--- src/rtl/wash_pkg.sv ---
// Package wash_pkg: shared definitions for the wash program sequencer.
//   state_t      - sequencer state encoding
//   DISP_*       - bit positions inside the one-hot state_display bus
//   DEF_*_SEC    - default phase lengths in seconds
//   display_of() - maps a state plus the paused flag to the display bus
package wash_pkg;

  typedef enum logic [2:0] {
    ST_IDLE  = 3'd0,
    ST_FILL  = 3'd1,
    ST_WASH  = 3'd2,
    ST_DRAIN = 3'd3,
    ST_SPIN  = 3'd4,
    ST_DONE  = 3'd5,
    ST_FAULT = 3'd6
  } state_t;

  localparam int DISP_W     = 6;
  localparam int DISP_FILL  = 0;
  localparam int DISP_AGIT  = 1;  // wash or rinse agitation
  localparam int DISP_DRAIN = 2;
  localparam int DISP_SPIN  = 3;
  localparam int DISP_DONE  = 4;
  localparam int DISP_FLAG  = 5;  // paused or fault

  localparam int unsigned DEF_WASH_SEC     = 20;
  localparam int unsigned DEF_RINSE_SEC    = 10;
  localparam int unsigned DEF_SPIN_SEC     = 15;
  localparam int unsigned DEF_ALARM_SEC    = 5;
  localparam int unsigned DEF_FILL_TMO_SEC = 30;
  localparam int unsigned DEF_RINSE_CNT    = 2;

  // Phase bits stay set while paused; the flag bit is added on top.
  function automatic logic [DISP_W-1:0] display_of(input state_t st, input logic paused);
    logic [DISP_W-1:0] d;
    d = '0;
    case (st)
      ST_FILL:  d[DISP_FILL]  = 1'b1;
      ST_WASH:  d[DISP_AGIT]  = 1'b1;
      ST_DRAIN: d[DISP_DRAIN] = 1'b1;
      ST_SPIN:  d[DISP_SPIN]  = 1'b1;
      ST_DONE:  d[DISP_DONE]  = 1'b1;
      ST_FAULT: d[DISP_FLAG]  = 1'b1;
      default:  d = '0;
    endcase
    if (paused) d[DISP_FLAG] = 1'b1;
    return d;
  endfunction

endpackage

--- src/rtl/wash_program_sequencer_phase_timer.sv ---
// phase_timer: TW-bit seconds down-counter for one sequencer phase.
//   clk, reset  - system clock, synchronous active-high reset
//   load        - load load_val (takes priority over counting)
//   load_val    - phase length in seconds
//   tick        - 1 Hz strobe
//   hold        - freeze the count (pause, or a higher-priority event this cycle)
//   expire      - combinational: this tick consumes the last second (count==1)
//   count       - seconds remaining, registered
// The counter never goes below zero, so an idle timer simply sits at 0.
module phase_timer #(
  parameter int unsigned TW = 8
) (
  input  logic          clk,
  input  logic          reset,
  input  logic          load,
  input  logic [TW-1:0] load_val,
  input  logic          tick,
  input  logic          hold,
  output logic          expire,
  output logic [TW-1:0] count
);

  assign expire = tick && !hold && (count == TW'(1));

  always_ff @(posedge clk) begin
    if (reset) begin
      count <= '0;
    end else if (load) begin
      count <= load_val;
    end else if (tick && !hold && (count != '0)) begin
      count <= count - TW'(1);
    end
  end

endmodule

--- src/rtl/wash_program_sequencer.sv ---
// wash_program_sequencer: runs fill, wash, drain, RINSE_CNT x (fill, rinse,
// drain), spin and a done alarm, with fill/drain timeouts, pause and stop.
//   clk, reset            - system clock, synchronous active-high reset
//   tick_1hz              - one-clk strobe per second
//   start, pause, stop    - one-clk key pulses
//   waterfull, waterempty - tub level sensors
//   water, wash, drain, dewater, alarm - actuator drives (registered)
//   state_display         - one-hot phase bus, bit 5 = paused or fault
//   time_left             - seconds remaining in the current phase
//   rinse_left            - rinse cycles still to run
//   dbg_state, dbg_paused - current FSM state and paused flag for observation
// Every output is a flop loaded from the next-state values, so outputs move on
// the same edge as the state register they describe.
module wash_program_sequencer
  import wash_pkg::*;
#(
  parameter int unsigned WASH_SEC     = DEF_WASH_SEC,
  parameter int unsigned RINSE_SEC    = DEF_RINSE_SEC,
  parameter int unsigned SPIN_SEC     = DEF_SPIN_SEC,
  parameter int unsigned ALARM_SEC    = DEF_ALARM_SEC,
  parameter int unsigned FILL_TMO_SEC = DEF_FILL_TMO_SEC,
  parameter int unsigned RINSE_CNT    = DEF_RINSE_CNT,
  parameter int unsigned TW           = 8
) (
  input  logic              clk,
  input  logic              reset,
  input  logic              tick_1hz,
  input  logic              start,
  input  logic              pause,
  input  logic              stop,
  input  logic              waterfull,
  input  logic              waterempty,
  output logic              water,
  output logic              wash,
  output logic              drain,
  output logic              dewater,
  output logic              alarm,
  output logic [DISP_W-1:0] state_display,
  output logic [TW-1:0]     time_left,
  output logic [2:0]        rinse_left,
  output state_t            dbg_state,
  output logic              dbg_paused
);

  localparam logic [TW-1:0] LEN_WASH  = TW'(WASH_SEC);
  localparam logic [TW-1:0] LEN_RINSE = TW'(RINSE_SEC);
  localparam logic [TW-1:0] LEN_SPIN  = TW'(SPIN_SEC);
  localparam logic [TW-1:0] LEN_ALARM = TW'(ALARM_SEC);
  localparam logic [TW-1:0] LEN_TMO   = TW'(FILL_TMO_SEC);

  state_t        state, state_n;
  logic          paused, paused_n;
  logic          abort, abort_n;          // drain ends in IDLE instead of SPIN
  logic          first_pass, first_pass_n; // agitation uses WASH_SEC, not RINSE_SEC
  logic [2:0]    rinse_n;
  logic          running;
  logic          tmr_load, tmr_hold, tmr_expire;
  logic [TW-1:0] tmr_val;

  assign running = (state == ST_FILL) || (state == ST_WASH) ||
                   (state == ST_DRAIN) || (state == ST_SPIN);

  // A stop or pause in a running phase outranks the tick, so the tick must
  // not consume a second in that cycle either.
  assign tmr_hold = paused || (running && (stop || pause));

  phase_timer #(.TW(TW)) u_timer (
    .clk      (clk),
    .reset    (reset),
    .load     (tmr_load),
    .load_val (tmr_val),
    .tick     (tick_1hz),
    .hold     (tmr_hold),
    .expire   (tmr_expire),
    .count    (time_left)
  );

  always_ff @(posedge clk) begin
    if (reset) begin
      state      <= ST_IDLE;
      paused     <= 1'b0;
      abort      <= 1'b0;
      first_pass <= 1'b0;
    end else begin
      state      <= state_n;
      paused     <= paused_n;
      abort      <= abort_n;
      first_pass <= first_pass_n;
    end
  end

  always_comb begin
    state_n      = state;
    paused_n     = paused;
    abort_n      = abort;
    first_pass_n = first_pass;
    rinse_n      = rinse_left;
    tmr_load     = 1'b0;
    tmr_val      = '0;

    case (state)
      ST_IDLE: begin
        if (start) begin
          state_n      = ST_FILL;
          rinse_n      = 3'(RINSE_CNT);
          first_pass_n = 1'b1;
          abort_n      = 1'b0;
          paused_n     = 1'b0;
          tmr_load     = 1'b1;
          tmr_val      = LEN_TMO;
        end
      end

      ST_FILL, ST_WASH, ST_DRAIN, ST_SPIN: begin
        if (stop) begin
          abort_n = 1'b1;
          if (state != ST_DRAIN) begin
            state_n  = ST_DRAIN;
            paused_n = 1'b0;
            rinse_n  = '0;
            tmr_load = 1'b1;
            tmr_val  = LEN_TMO;
          end
        end else if (pause) begin
          paused_n = !paused;
        end else if (!paused) begin
          if (state == ST_FILL) begin
            if (waterfull) begin
              state_n  = ST_WASH;
              tmr_load = 1'b1;
              tmr_val  = first_pass ? LEN_WASH : LEN_RINSE;
            end else if (tmr_expire) begin
              state_n  = ST_FAULT;
              rinse_n  = '0;
              abort_n  = 1'b0;
              tmr_load = 1'b1;
            end
          end else if (state == ST_WASH) begin
            if (tmr_expire) begin
              state_n      = ST_DRAIN;
              first_pass_n = 1'b0;
              tmr_load     = 1'b1;
              tmr_val      = LEN_TMO;
            end
          end else if (state == ST_DRAIN) begin
            if (waterempty) begin
              tmr_load = 1'b1;
              if (abort) begin
                state_n = ST_IDLE;
                abort_n = 1'b0;
                rinse_n = '0;
              end else if (rinse_left != '0) begin
                state_n = ST_FILL;
                rinse_n = rinse_left - 3'd1;
                tmr_val = LEN_TMO;
              end else begin
                state_n = ST_SPIN;
                tmr_val = LEN_SPIN;
              end
            end else if (tmr_expire) begin
              state_n  = ST_FAULT;
              rinse_n  = '0;
              abort_n  = 1'b0;
              tmr_load = 1'b1;
            end
          end else begin
            if (tmr_expire) begin
              state_n  = ST_DONE;
              tmr_load = 1'b1;
              tmr_val  = LEN_ALARM;
            end
          end
        end
      end

      ST_DONE: begin
        if (stop || tmr_expire) begin
          state_n  = ST_IDLE;
          tmr_load = 1'b1;
        end
      end

      ST_FAULT: begin
        if (start) begin
          state_n  = ST_IDLE;
          tmr_load = 1'b1;
        end
      end

      default: begin
        state_n  = ST_IDLE;
        paused_n = 1'b0;
        abort_n  = 1'b0;
        rinse_n  = '0;
        tmr_load = 1'b1;
      end
    endcase
  end

  always_ff @(posedge clk) begin
    if (reset) begin
      water         <= 1'b0;
      wash          <= 1'b0;
      drain         <= 1'b0;
      dewater       <= 1'b0;
      alarm         <= 1'b0;
      state_display <= '0;
      rinse_left    <= '0;
    end else begin
      water         <= (state_n == ST_FILL) && !paused_n;
      wash          <= (state_n == ST_WASH) && !paused_n;
      drain         <= ((state_n == ST_DRAIN) || (state_n == ST_SPIN)) && !paused_n;
      dewater       <= (state_n == ST_SPIN) && !paused_n;
      alarm         <= (state_n == ST_DONE) || (state_n == ST_FAULT);
      state_display <= display_of(state_n, paused_n);
      rinse_left    <= rinse_n;
    end
  end

  assign dbg_state  = state;
  assign dbg_paused = paused;

endmodule

--- config.mk ---
export PLATFORM = sky130hd
export DESIGN_NAME = wash_program_sequencer
export DESIGN_NICKNAME = d
export VERILOG_FILES = /design/src/rtl/wash_pkg.sv /design/src/rtl/wash_program_sequencer_phase_timer.sv /design/src/rtl/wash_program_sequencer.sv
export SDC_FILE = /design/constraint.sdc
export NUM_CORES = 1
export LEC_CHECK = 0
export CORE_ASPECT_RATIO = 1.5
export CORE_UTILIZATION = 30
export CTS_BUF_LIST = sky130_fd_sc_hd__clkbuf_8
export CTS_CLUSTER_SIZE = 28
export DETAILED_ROUTE_END_ITERATION = 10
export GPL_TIMING_DRIVEN = 0
export PLACE_DENSITY = 0.47
export RECOVER_POWER = 25
export SETUP_SLACK_MARGIN = 0.4
export SLEW_MARGIN = 10
export SYNTH_ARGS = -nofsm -noshare
export SYNTH_HDL_FRONTEND = slang
export SYNTH_HIERARCHICAL = 1
export SYNTH_SLANG_ARGS = --single-unit
--- constraint.sdc ---
create_clock -name clk -period 3.7 [get_ports clk]
set_input_delay 0.555 -clock clk [delete_from_list [all_inputs] [get_ports clk]]
set_output_delay 0.555 -clock clk [all_outputs]
set_load 0.01 [all_outputs]
== After elaboration in Yosys (flattened, before gate mapping) ==
Cells that the tools add are included.
Widths: inputs -> output; s select.

* Add/sub/neg operators: 2
* Equality and inequality tests: 28
* Mux-type cells: 94
* Bitwise logic cells: 1
* Reductions and logical operators: 30

{| class="wikitable"
|+ Operators with widths
! operator !! number
|-
| $mux 3 || 31
|-
| $mux 8 || 8
|-
| $mux 1 || 40
|-
| $mux 5 || 8
|-
| $eq 3x3->1 const B || 6
|-
| $pmux 8 s2 || 1
|-
| $ne 2x2->1 const B || 7
|-
| $eq 3x2->1 const B || 4
|-
| $ne 4x4->1 const B || 3
|-
| $pmux 3 s4 || 1
|-
| $ne 3x3->1 const B || 3
|-
| $pmux 1 s3 || 3
|-
| $pmux 3 s3 || 1
|-
| $reduce_and 9->1 || 1
|-
| $eq 8x1->1 const B || 1
|-
| $logic_and 1x1->1 || 8
|-
| $logic_or 1x1->1 || 8
|-
| $reduce_and 8->1 || 1
|-
| $reduce_bool 8->1 || 1
|-
| $sub 8x1->8 const B || 1
|-
| $reduce_and 7->1 || 1
|-
| $eq 3x1->1 const B || 2
|-
| $ne 6x6->1 const B || 1
|-
| $reduce_bool 2->1 || 2
|-
| 9 further kinds || 12
|}

* Register bits after elaboration: 28
* Input port bits: 8
* Output and inout port bits: 26
* Word-level logic and storage cells: 167

== Longest topological paths before layout ==
* Depth after elaboration: 21
* Mapped depth: 18
* Depth with buffers taken out: 14

== Modules after synthesis ==
The synthesis kept the hierarchy.

{| class="wikitable"
|+ Modules (own cells, without submodules)
! module !! times used !! cells an instance !! area each (µm²) !! seq. area each (µm²)
|-
| wash_program_sequencer || 1 || 207 || 1594.0 || 400.4
|-
| phase_timer || 1 || 66 || 529.3 || 160.2
|}

== Worst setup path after synthesis ==
OpenSTA, ideal clock, no wires.

* Kind: flip-flop to flip-flop
* From: register state[2] (netlist: dbg_state[2])
* To: register u_timer.count[5]
* Library setup time: 131 ps
* Arrival: 3164 ps
* Required time: 3569 ps
* Slack: 405 ps
* Stages on the path, launching flop included: 18
* Buffers on the path: 4
* Clock period less this slack: 3295 ps
* Path through: dfxtp_1 clkbuf_8 clkbuf_8 o21a_1 nor2_1 o21ai_0 nand2_1 nand2b_1 nor3_1 clkbuf_1 nor3_1 nor2b_1 o21ai_0 o311ai_0 clkbuf_1 clkinv_1 a31oi_1 o22ai_1

* Longest elaborated chain between the ends: 19
* Elaborated cells on any way between the ends: 40
* Those cells by class: 7 x eq/ne; 19 x mux; 14 x reduce/logical

{| class="wikitable"
|+ Ends and longest elaborated chain
! element !! line !! text
|-
| from (decl) || wash_program_sequencer.sv:51 || <nowiki>state_t state, state_n;</nowiki>
|-
| from (signal assigned) || wash_program_sequencer.sv:85 || <nowiki>state <= state_n;</nowiki>
|-
| $eq 3x1->1 / $eq 3x2->1 (equally long branches) || wash_program_sequencer.sv:60 || <nowiki>assign running = (state == ST_FILL) || (state == ST_WASH) ||</nowiki>
|-
| $logic_or 1x1->1 (2 in a row) || wash_program_sequencer.sv:60 ||
|-
| $logic_or 1x1->1 * || wash_program_sequencer.sv:61 || <nowiki>(state == ST_DRAIN) || (state == ST_SPIN);</nowiki>
|-
| $logic_and 1x1->1 * || wash_program_sequencer.sv:65 || <nowiki>assign tmr_hold = paused || (running && (stop || pause));</nowiki>
|-
| $logic_or 1x1->1 * || wash_program_sequencer.sv:65 ||
|-
| net tmr_hold || wash_program_sequencer.sv:57 || <nowiki>logic tmr_load, tmr_hold, tmr_expire;</nowiki>
|-
| $logic_not 1->1 * || wash_program_sequencer_phase_timer.sv:23 || <nowiki>assign expire = tick && !hold && (count == TW'(1));</nowiki>
|-
| $logic_and 1x1->1 * (2 in a row) || wash_program_sequencer_phase_timer.sv:23 ||
|-
| net tmr_expire || wash_program_sequencer.sv:57 ||
|-
| [... 3 more ...] || -- ||
|-
| $mux 1 || wash_program_sequencer.sv:138 || <nowiki>end else if (state == ST_WASH) begin</nowiki>
|-
| $mux 1 || wash_program_sequencer.sv:127 || <nowiki>if (state == ST_FILL) begin</nowiki>
|-
| $mux 1 || wash_program_sequencer.sv:126 || <nowiki>end else if (!paused) begin</nowiki>
|-
| $mux 1 || wash_program_sequencer.sv:124 || <nowiki>end else if (pause) begin</nowiki>
|-
| $mux 1 || wash_program_sequencer.sv:115 || <nowiki>if (stop) begin</nowiki>
|-
| $pmux 1 s3 * || wash_program_sequencer.sv:101 || <nowiki>case (state)</nowiki>
|-
| net tmr_load || wash_program_sequencer.sv:57 ||
|-
| $mux 8 / $reduce_bool 2->1 (equally long branches) || -- ||
|-
| to (signal assigned) || wash_program_sequencer_phase_timer.sv:29 || <nowiki>count <= load_val;</nowiki>
|-
| to (signal assigned) || wash_program_sequencer_phase_timer.sv:31 || <nowiki>count <= count - TW'(1);</nowiki>
|-
| to (decl) || wash_program_sequencer_phase_timer.sv:20 || <nowiki>output logic [TW-1:0] count</nowiki>
|}

The timed path passes the listed nets; every way through them passes the cells marked *.
A chain may end at the register's enable or synchronous reset.

== Worst setup path in the final report ==
Ends and elaborated chain as after synthesis.

==> results.yml <==
cells_and_area:
  final_common_cell: "nor2_1"
  fin_nets: 331
  utilization: 0.3954
  most-common-layout-cells: "28 x nor2_1, 27 x dfxtp_1, 19 x nand2_1, 19 x nor3_1"
  multiInputGateArea_um2: 1404
  area_delta_synth_final_pct: 27.58
  antennaDiodeCount: 0
  fillCellCount: 724
  regArea_um2: 564.3
  drive_above_1_share: 0.1478
  fin_cells: 396
grt:
  grt_pass1_wl_mm: 11.13
  grt_usage: 0.1915
  met2_usage: 0.3482
  met3_usage: 0.01832
  grt_start_max_net_pins: 17
  antenna_found_initial: 0
  grt-ovfl-total: 0
  grt_pass1_vias: 2190
  busiest_layer: "met2"
  grt_util_met1: 0.2095
setup_path:
  reg2reg_depth: 17
  cpMaxStageDelayCell: "dfxtp_4"
  reg2reg_from: "dbg_state[2]"
  cpPeakStageDelay_ns: 0.40
  r2r_slack_ns: 0.66
  worst_ep_required_time_ns: 3.87
  cp-startpoint: "dbg_state[2]"
  path_depth: 17
  path_max_fanout: 10
  crit_family: "buffers and inverters"
  end_kind: "flop"
  path_cells: "clkbuf_8, clkbuf_8, o21a_2, nor2_1, o21ai_0, nand2_1, nand2b_4, nor3_4, buf_6, nor3_2, nor2b_1, o21ai_0, o311ai_1, buf_4, clkinv_2, a31oi_1, o22ai_1"
  r2r_end: "u_timer/count[5]"
  critical_path_buf_inv_count: 5
  endpoint: "u_timer/count[5]"
  crit_type: "flop to flop"
  cp-start-kind: "flop"
  arrival_ns: 3.20
synth:
  synthMuxAreaShare: 0.02416
  synth_cells: 273
  async_flop_share: 0
  yosysTopAreaCell: "dfxtp_1"
  synthFlopType: "dfxtp_1"
  synth_cell_types: 60
  yosysSeqAreaShare: 0.2640
  synth_xor_area_frac: 0.01650
  synth_warnings: 6
  yosys.area.top_type_share: 0.2640
  ys_ff_latch: 28
  synth_area_per_cell_um2: 7.778
  synth_top_family_by_area: "simple AND/OR/NAND/NOR gates"
  synth-simple-area-share: 0.3041
  synth_area_um2: 2123
  ys_top_cells_by_area: "dfxtp_1 26%, nor2_1 4.9%, nor3_1 4.9%"
  synth_compound_area_frac: 0.2758
  synth-adder-area-share: 0.02357
  synth_edf_count: 0
sta:
  worst_pin_slew_ns: 0.8421
  setup_viol: 0
  hold-worst-slack_ns: 0.5395
  hold_viol_final: 0
  setup-tns-final_ns: 0
  final.period_utilization: 0.8208
  drv_slew: 0
  rsz0062_at_grt: "no"
  fin_skew_ns: 0.007011
  min_period_ns: 3.037
  fmax_mhz: 329.3
  slew_headroom: 0.4315
detailed_routing:
  routed_via_density: 5.629
  via_count: 2229
  remaining_drc_errors: 2
  drtIter0Drc: 63
  ant_nets: 0
  avgRoutedWirePerCell_um: 17.55
  dr.pass1.iters: 7
  wirelength_mm: 6.951
floorplan:
  fp.dieW_um: 70.69
  io_pins: 34
  start_util: 0.3099
  core_area_um2: 6852
  fp.dieH_um: 105.0
  die_area_um2: 7425
  rows: 37
run_status:
  status: "finished with violations"
  violations: "design-rule violations"
clock_network:
  cts_made_buffers: 3
  ctsHoldBuffers: 0
  clk_latency_ns: 0.29
  clockRootBuffer: "clkbuf_8"
  clk_pin_slew_worst_paths_ns: 0.11
  cts.sinks: 28
  htreeDepth: 1
  cts_tree: "done"
  clockBufferDepth: 2
placed_design:
  io_buffers: 32
  hpwlAfterDp_mm: 5.319
  place_inst: 385
  place_congestion: 0.9164
worst_hold_path:
  hold_class: "flop to flop"
  min_from: "rinse_left[0]"
pwr:
  ir_worst_vdd_v: 0.0001927
  p_leak_uw: 0.001019
  cellPowerDensity_nw_per_um2: 452.2
  total_power_uw: 1225
flow_run:
  drv_cap: 0
routing by layer:
metal	up-vias	wire length, µm
met2	82	3614
met1	1033	2692
met5	-	0
met4	0	391
li1	1092	-
met3	22	252
worst min-delay path by stage:
stage | end | slack (ns) | cells after the start
after global placement | first_pass | 0.53 | 2
after floorplan | first_pass | 0.47 | 2
after global routing | rinse_left[0] | 0.56 | 2
final | rinse_left[0] | 0.54 | 2
after CTS | rinse_left[0] | 0.55 | 2
after detailed placement | first_pass | 0.53 | 2
what timing repair did:
item | in CTS | in global routing
gates resized for setup | 11 | 11
setup buffers | 3 | 4
pin swaps | 0 | 3
setup endpoints to repair | 23 | 12
area by class of cell:
class / instances / share of cell area
Multi-Input combinational cell: 216 / 0.5182
Sequential cell: 28 / 0.2083
Timing Repair Buffer: 39 / 0.1358
Buffer: 17 / 0.05543
Tap cell: 78 / 0.03603
Inverter: 14 / 0.01986
Clock buffer: 3 / 0.01524
Clock inverter: 1 / 0.01109
Yosys cell counts, drive strengths merged, types with 6 or more instances:
| cell | number |
|---|---|
| a21oi | 17 |
| nand2 | 19 |
| nand3 | 7 |
| o21ai | 19 |
| o21a | 6 |
| nor3 | 23 |
| nor2b | 7 |
| o31ai | 6 |
| dfxtp | 28 |
| nor4 | 6 |
| inv | 13 |
| nor2 | 28 |
| a31oi | 6 |
| a211oi | 6 |
| clkbuf | 13 |
metrics by stage:
step           area [µm²]  worst slack (ns)
6_report             2709            0.6630
5_1_grt              2709            0.3727
4_1_cts              2666            0.4437
3_5_place_dp         2549           -0.9487
3_3_place_gp         2549           -0.9740
2_1_floorplan        2131            0.4050
logic make-up after synthesis:
kind of cell | Yosys count
adders and majority gates | 4
xor gates and xnor gates | 4
AOI/OAI and AO/OA | 83
and+or+nand+nor | 117
buffers and inverters | 31
muxes | 5
other | 1
DFF | 28
report_power, final:
part           switching [µW]  internal (µW)
clock network             113            145
logic                     315            262
registers                48.7            341
worst reg2reg max path: cells and delay by family (launching register included):
family,cells,cell delay [ns]
AOI/OAI and AO/OA,6,0.79
buffers and inverters,5,0.88
and+or+nand+nor,6,0.83
DFF,1,0.40
state kept, by name (all words and copies together), names as in the netlist:
| signal | cells |
|---|---|
| dbg_state | 3 |
| abort | 1 |
| drain | 1 |
| alarm | 1 |
| first_pass | 1 |
| wash | 1 |
| dbg_paused | 1 |
| u_timer/count | 8 |
| rinse_left | 3 |
| water | 1 |
| state_display | 6 |
| dewater | 1 |
(Power assumes the default switching activity.)
